File: config.mk
export PLATFORM = sky130hd
export DESIGN_NAME = fp_addsub_param
export DESIGN_NICKNAME = d
export VERILOG_FILES = /design/src/rtl/fp_addsub_param.sv
export SDC_FILE = /design/constraint.sdc
export NUM_CORES = 1
export LEC_CHECK = 0
export ABC_AREA = 1
export BUFFER_PORTS_ARGS = -buffer_cell sky130_fd_sc_hd__buf_2
export CAP_MARGIN = 20
export CORE_MARGIN = 4
export CORE_UTILIZATION = 50
export DETAILED_ROUTE_END_ITERATION = 8
export PLACE_DENSITY = 0.68
export SLEW_MARGIN = 20
export SYNTH_ARGS = -nofsm -noshare
export SYNTH_HDL_FRONTEND = slang
export SYNTH_SLANG_ARGS = --single-unit
File: constraint.sdc
create_clock -name clk -period 3.8 [get_ports clk]
set_input_delay 0.38 -clock clk [delete_from_list [all_inputs] [get_ports clk]]
set_output_delay 0.38 -clock clk [all_outputs]
set_load 0.02 [all_outputs]
File: src/rtl/fp_addsub_param.sv
// Multi-cycle IEEE-754 style adder/subtractor with parameterised exponent and
// mantissa widths. Handles one request at a time and holds its result until consumed.
module fp_addsub_param #(
  parameter int EXP_W = 5,
  parameter int MAN_W = 10
) (
  input  logic                 clk,
  input  logic                 rst,
  input  logic [EXP_W+MAN_W:0] op_a,
  input  logic [EXP_W+MAN_W:0] op_b,
  input  logic                 sub,
  input  logic [1:0]           round_mode,
  input  logic                 start,
  output logic                 ready_out,
  output logic                 valid_out,
  input  logic                 ready_in,
  output logic [EXP_W+MAN_W:0] result,
  output logic [4:0]           flags,
  output logic [2:0]           dbg_state
);
  localparam int W  = 1 + EXP_W + MAN_W;
  localparam int SW = MAN_W + 4;  // hidden + mantissa + guard/round/sticky
  localparam int EW = EXP_W + 1;
  localparam logic [EW-1:0]    EMAX   = {1'b0, {EXP_W{1'b1}}};
  localparam logic [EW-1:0]    EW_ONE = {{(EW-1){1'b0}}, 1'b1};
  localparam logic [EXP_W-1:0] E_ONE  = {{(EXP_W-1){1'b0}}, 1'b1};
  localparam logic [W-1:0]     QNAN   = {1'b0, {EXP_W{1'b1}}, 1'b1, {(MAN_W-1){1'b0}}};

  typedef enum logic [2:0] {IDLE, UNPACK, ALIGN, ADD, NORM, ROUND, DONE} state_t;
  state_t state_q, state_d;

  logic [W-1:0]     a_q, b_q, result_q;
  logic             sub_q, sign_q, eff_sub_q;
  logic [1:0]       rm_q;
  logic [EW-1:0]    exp_q;
  logic [EXP_W-1:0] shift_q;
  logic [SW-1:0]    big_q, small_q, sig_q;
  logic [SW:0]      sum_q;
  logic [4:0]       flags_q;

  // Handshake: a request is taken on an edge with start && ready_out (IDLE only);
  // result/flags/valid_out hold in DONE until the edge with valid_out && ready_in.
  assign ready_out = (state_q == IDLE);
  assign valid_out = (state_q == DONE);
  assign result    = result_q;
  assign flags     = flags_q;
  assign dbg_state = state_q;

  logic             a_s, b_s, a_nan, b_nan, a_inf, b_inf, special, a_big;
  logic [EXP_W-1:0] a_e, b_e, a_ee, b_ee;
  logic [MAN_W-1:0] a_m, b_m;
  logic [SW-1:0]    a_sig, b_sig;
  logic [W-1:0]     spec_res;
  logic [4:0]       spec_flags;

  assign a_s     = a_q[W-1];
  assign b_s     = b_q[W-1] ^ sub_q;
  assign a_e     = a_q[W-2:MAN_W];
  assign b_e     = b_q[W-2:MAN_W];
  assign a_m     = a_q[MAN_W-1:0];
  assign b_m     = b_q[MAN_W-1:0];
  assign a_ee    = (a_e == '0) ? E_ONE : a_e;
  assign b_ee    = (b_e == '0) ? E_ONE : b_e;
  assign a_sig   = {a_e != '0, a_m, 3'b000};
  assign b_sig   = {b_e != '0, b_m, 3'b000};
  assign a_nan   = (&a_e) && (|a_m);
  assign b_nan   = (&b_e) && (|b_m);
  assign a_inf   = (&a_e) && !(|a_m);
  assign b_inf   = (&b_e) && !(|b_m);
  assign special = a_nan || b_nan || a_inf || b_inf;
  assign a_big   = (a_q[W-2:0] >= b_q[W-2:0]);

  always_comb begin
    spec_res   = QNAN;
    spec_flags = '0;
    if (a_nan || b_nan)
      spec_flags = {(a_nan && !a_m[MAN_W-1]) || (b_nan && !b_m[MAN_W-1]), 4'b0000};
    else if (a_inf && b_inf && (a_s != b_s))
      spec_flags = 5'b10000;
    else if (a_inf)
      spec_res = {a_s, {EXP_W{1'b1}}, {MAN_W{1'b0}}};
    else
      spec_res = {b_s, {EXP_W{1'b1}}, {MAN_W{1'b0}}};
  end

  // Alignment: bits shifted out of the smaller operand fold into the sticky LSB.
  logic [SW-1:0] al_small, lost_mask;
  logic          al_sticky;
  always_comb begin
    al_small  = '0;
    lost_mask = '0;
    al_sticky = 1'b0;
    if (int'(shift_q) >= MAN_W + 3) begin
      al_sticky = |small_q;
    end else begin
      al_small  = small_q >> shift_q;
      lost_mask = ~({SW{1'b1}} << shift_q);
      al_sticky = |(small_q & lost_mask);
    end
    al_small[0] = al_small[0] | al_sticky;
  end

  logic [SW:0] sum_d;
  assign sum_d = eff_sub_q ? ({1'b0, big_q} - {1'b0, small_q})
                           : ({1'b0, big_q} + {1'b0, small_q});

  int            lz, sh, sh_max;
  logic [SW-1:0] norm_sig;
  logic [EW-1:0] norm_exp;
  always_comb begin
    lz = SW;
    for (int i = 0; i < SW; i++)
      if (sum_q[i]) lz = SW - 1 - i;
    sh_max   = int'(exp_q) - 1;
    sh       = (lz < sh_max) ? lz : sh_max;
    norm_sig = sum_q[SW-1:0] << sh;
    norm_exp = exp_q - EW'(sh);
    if (sum_q[SW]) begin
      norm_sig = {sum_q[SW:2], sum_q[1] | sum_q[0]};
      norm_exp = exp_q + EW_ONE;
    end
  end

  logic             inexact, inc, ovf_inf;
  logic [MAN_W+1:0] rnd;
  logic [EW-1:0]    exp_r;
  logic [MAN_W-1:0] man_r;
  logic [W-1:0]     rnd_res;
  logic [4:0]       rnd_flags;
  always_comb begin
    inexact = |sig_q[2:0];
    inc     = 1'b0;
    case (rm_q)
      2'b00:   inc = sig_q[2] & (sig_q[1] | sig_q[0] | sig_q[3]);
      2'b01:   inc = 1'b0;
      2'b10:   inc = inexact & ~sign_q;
      default: inc = inexact & sign_q;
    endcase
    rnd = {1'b0, sig_q[SW-1:3]} + {{(MAN_W+1){1'b0}}, inc};
    // A carry out of rounding renormalises; a missing hidden bit means subnormal.
    if (rnd[MAN_W+1]) begin
      man_r = rnd[MAN_W:1];
      exp_r = exp_q + EW_ONE;
    end else begin
      man_r = rnd[MAN_W-1:0];
      exp_r = rnd[MAN_W] ? exp_q : '0;
    end
    ovf_inf = (rm_q == 2'b00) || (rm_q == 2'b10 && !sign_q) || (rm_q == 2'b11 && sign_q);
    if (exp_r >= EMAX) begin
      rnd_res   = ovf_inf ? {sign_q, {EXP_W{1'b1}}, {MAN_W{1'b0}}}
                          : {sign_q, {{(EXP_W-1){1'b1}}, 1'b0}, {MAN_W{1'b1}}};
      rnd_flags = 5'b00101;
    end else begin
      rnd_res   = {sign_q, exp_r[EXP_W-1:0], man_r};
      rnd_flags = {3'b000, (exp_r == '0) && inexact, inexact};
    end
  end

  always_comb begin
    state_d = state_q;
    case (state_q)
      IDLE:    if (start) state_d = UNPACK;
      UNPACK:  state_d = special ? DONE : ALIGN;
      ALIGN:   state_d = ADD;
      ADD:     state_d = NORM;
      NORM:    state_d = ROUND;
      ROUND:   state_d = DONE;
      DONE:    if (ready_in) state_d = IDLE;
      default: state_d = IDLE;
    endcase
  end

  always_ff @(posedge clk) begin
    if (rst) state_q <= IDLE;
    else     state_q <= state_d;
  end

  always_ff @(posedge clk) begin
    if (rst) begin
      a_q       <= '0;
      b_q       <= '0;
      sub_q     <= 1'b0;
      rm_q      <= '0;
      sign_q    <= 1'b0;
      eff_sub_q <= 1'b0;
      exp_q     <= '0;
      shift_q   <= '0;
      big_q     <= '0;
      small_q   <= '0;
      sum_q     <= '0;
      sig_q     <= '0;
      result_q  <= '0;
      flags_q   <= '0;
    end else begin
      case (state_q)
        IDLE: if (start) begin
          a_q   <= op_a;
          b_q   <= op_b;
          sub_q <= sub;
          rm_q  <= round_mode;
        end
        UNPACK: if (special) begin
          result_q <= spec_res;
          flags_q  <= spec_flags;
        end else begin
          sign_q    <= a_big ? a_s : b_s;
          eff_sub_q <= a_s ^ b_s;
          exp_q     <= {1'b0, a_big ? a_ee : b_ee};
          shift_q   <= a_big ? (a_ee - b_ee) : (b_ee - a_ee);
          big_q     <= a_big ? a_sig : b_sig;
          small_q   <= a_big ? b_sig : a_sig;
        end
        ALIGN: small_q <= al_small;
        ADD: begin
          sum_q <= sum_d;
          // Exact cancellation gives +0, or -0 when rounding toward -inf.
          if (sum_d == '0 && eff_sub_q) sign_q <= (rm_q == 2'b11);
        end
        NORM: begin
          sig_q <= norm_sig;
          exp_q <= norm_exp;
        end
        ROUND: begin
          result_q <= rnd_res;
          flags_q  <= rnd_flags;
        end
        default: ;
      endcase
    end
  end
endmodule
==> results.json <==
{
  "syn_inst": 1384,
  "top_layer_used": "met4",
  "arrival_ns": 3.86,
  "wirelength_um": 27300,
  "cpMostUsedCell": "nand2_1",
  "synth.distinct_cells": 64,
  "crit_type": "reg -> reg",
  "fin_crit_sh": 0.943,
  "layout.nets": 1521,
  "die_w_um": 143,
  "hold_path_class": "in -> reg",
  "finClkSkew_ns": 0.0116,
  "core_mm2": 0.0180,
  "grt_pass1_wl_um": 44100,
  "utilization": 0.582,
  "track_usage": 0.268,
  "placed_area_mm2": 0.00969,
  "clk_latency_ns": 0.42,
  "setup_viol": 0,
  "yosysWarnings": 0,
  "dr_wl_met3_um": 1140,
  "drt_iter0_drc": 710,
  "holdBufCountCts": 0,
  "start_util": 0.509,
  "gp_congestion": 0.969,
  "leakagePower_nw": 4.89,
  "avgSynthCellArea_um2": 6.61,
  "ios": 65,
  "clk_pin_slew_ns": 0.06,
  "max_freq_mhz": 279,
  "num_vias": 9328,
  "root_buffer": "clkbuf_16",
  "grt_max_degree": 62,
  "crit_slowest_cell": "dfxtp_2",
  "wl_per_cell_um": 16.3,
  "period_needed_ns": 3.59,
  "cp_top_family": "simple AND/OR/NAND/NOR gates",
  "power.density_mw_per_mm2": 817,
  "path_cells": "inv_2, nor2_1, ha_1, o31ai_2, ha_2, ha_4, nand3_2, nor2_2, nand4_1, nor3_2, xor2_1, nand2_2, inv_2, nand2_1, o21ai_2, nand2_1, nor2_1, nand3_1, nand2_2, inv_4, nor2_4, nor2_4, nand2_1, a21oi_1",
  "clock_path_buffers": 2,
  "crit_buf_inv": 3,
  "yosys_register_bits": 125,
  "setup_ws_ns": 0.215,
  "drt-pass1-iter-count": 6,
  "cap_violations": 0,
  "viasPerCell": 5.58,
  "cts_tree": "yes",
  "setup_tns_ns": 0,
  "synth_flop_cell": "dfxtp_1",
  "cp_data_required_time_ns": 4.07,
  "slowest_delay_ns": 0.32,
  "row_count": 49,
  "netlist_area_mm2": 0.00915,
  "synth-async-reset-ratio": 0,
  "status": "completed",
  "ant_nets": 0,
  "drive_gt1_frac": 0.141,
  "dpl_worst_slack_ns": -0.137,
  "slew_headroom": 0.320,
  "drc": 0,
  "antenna_found_initial": 0,
  "wl_met2_um": 13200,
  "tightest_slew_ns": 1.02,
  "dp_cells": 1640,
  "synth_seq_area_share": 0.274,
  "place_hpwl_um": 20500,
  "synth.net_count": 1474,
  "numCtsBuffers": 17,
  "hold_violations": 0,
  "first_global_vias": 8598,
  "slew_viol_final": 0,
  "nFillCells": 1730,
  "startpoint_type": "register",
  "crit_fanout": 11,
  "final_cells": 1673,
  "numPortBuffers": 63,
  "grt_overflow_total": 0,
  "cts-htree-levels": 4,
  "fin_area_mm2": 0.0105,
  "ir_worst_vdd_mv": 0.526,
  "die_y_um": 143,
  "wl_met1_um": 12200,
  "synth_enable_flop_cells": 0,
  "area.growth.synth_to_final_pct": 14.3,
  "die_area_mm2": 0.0205,
  "antenna_cells": 0,
  "cts.sinks": 125,
  "cp-end-kind": "register"
}
flip-flops by register name, indices dropped and copies added (netlist names):
signal and flops:
result 16, eff_sub_q 1, sig_q 14, b_q 16, big_q 11, sub_q 1
rm_q 2, shift_q 5, exp_q 6, a_q 16, sign_q 1, small_q 14
sum_q 15, flags 4, dbg_state 3
tightest hold or removal path, delay by kind of cell:
kind / cells / cell delay, ns
buffers and inverters: 1 / 0.10
and+or+nand+nor: 1 / 0.07
AOI/OAI and AO/OA: 1 / 0.06
kinds of logic (layout without fill, tap and decap cells):
kind of cell,Yosys count,in the layout,synth area share
and+or+nand+nor,505,505,0.250
AOI/OAI and AO/OA,396,396,0.243
buffers and inverters,253,313,0.109
DFF,125,125,0.274
adders and majority gates,51,51,0.0722
xor gates and xnor gates,47,47,0.0450
muxes,6,6,0.00657
other,1,1,0.000410
Yosys cell counts, types with 3 or more instances:
cell type | instances | share of area
nand2_4 | 3 | 0.0037
ha_1 | 48 | 0.066
nand3b_1 | 3 | 0.0025
xnor2_1 | 10 | 0.0096
clkbuf_1 | 53 | 0.022
mux2i_1 | 6 | 0.0066
nor2_4 | 3 | 0.0037
o311ai_0 | 3 | 0.0029
nand4_1 | 15 | 0.010
nor3_1 | 21 | 0.011
nor2_1 | 69 | 0.028
fa_1 | 3 | 0.0066
buf_4 | 3 | 0.0025
a211oi_1 | 4 | 0.0033
nor4_1 | 8 | 0.0055
xor2_1 | 37 | 0.035
nor2_2 | 3 | 0.0021
inv_1 | 168 | 0.069
dfxtp_1 | 125 | 0.27
buf_2 | 5 | 0.0027
or2_2 | 3 | 0.0021
a21oi_1 | 171 | 0.094
inv_2 | 12 | 0.0049
buf_6 | 4 | 0.0049
o21ai_0 | 150 | 0.082
a221oi_1 | 9 | 0.0086
nand2_2 | 11 | 0.0075
o21ai_2 | 5 | 0.0048
clkinv_1 | 5 | 0.0021
nand3_1 | 95 | 0.052
o221ai_1 | 3 | 0.0029
o211ai_1 | 8 | 0.0066
o31ai_1 | 4 | 0.0033
nand2_1 | 261 | 0.11
a31oi_1 | 14 | 0.0096
stage by stage:
| stage | total power, W | hold WS, ns |
|---|---|---|
| floorplan | 0.00554 | 0.443 |
| global placement | 0.00661 | 0.451 |
| detailed placement | 0.00663 | 0.452 |
| CTS | 0.00843 | 0.222 |
| global route | 0.00933 | 0.244 |
| finish | 0.00854 | 0.233 |
metal layers:
metal,vias up,track usage
li1,4753,-
met1,4277,0.350
met2,244,0.446
met3,54,0.0459
met4,0,0.0976
met5,-,0
area by class of cell:
type | instances | area (um^2) | area share
Sequential cell | 125 | 2500 | 0.239
Clock inverter | 12 | 184 | 0.0176
Tap cell | 229 | 287 | 0.0274
Multi-Input combinational cell | 1006 | 5770 | 0.552
Clock buffer | 20 | 457 | 0.0437
Timing Repair Buffer | 95 | 556 | 0.0531
Inverter | 186 | 701 | 0.0670
report_power, final:
part,switching (W),internal (W),total (W)
Clock,0.000638,0.00114,0.00178
Combinational,0.00327,0.00173,0.00500
Sequential,0.000250,0.00151,0.00176
cells in the final DEF (no fill, tap or decap), types with 32 or more instances in the layout:
| cell | count |
|---|---|
| a21oi_1 | 171 |
| buf_2 | 63 |
| buf_4 | 32 |
| dfxtp_1 | 124 |
| ha_1 | 45 |
| inv_1 | 167 |
| nand2_1 | 260 |
| nand3_1 | 93 |
| nor2_1 | 66 |
| o21ai_0 | 149 |
| xor2_1 | 37 |
path summary, 6_finish.rpt:
| check | startpoint | endpoint | slack [ns] | depth (start not counted) |
|---|---|---|---|---|
| min | op_b[15] | b_q[15] | 0.23 | 3 |
| max | rm_q[1] | result[4] | 0.21 | 24 |
| min reg2reg | result[3] | result[3] | 0.46 | 2 |
| max reg2reg | rm_q[1] | result[4] | 0.21 | 24 |
timing repair:
item                       CTS  global route
gates cloned                 0             0
gates resized for setup      1            26
setup buffers                0             1
setup endpoints to repair   11            15
pin swaps                    0             9
No activity file was read; power rests on OpenSTA's default activity.
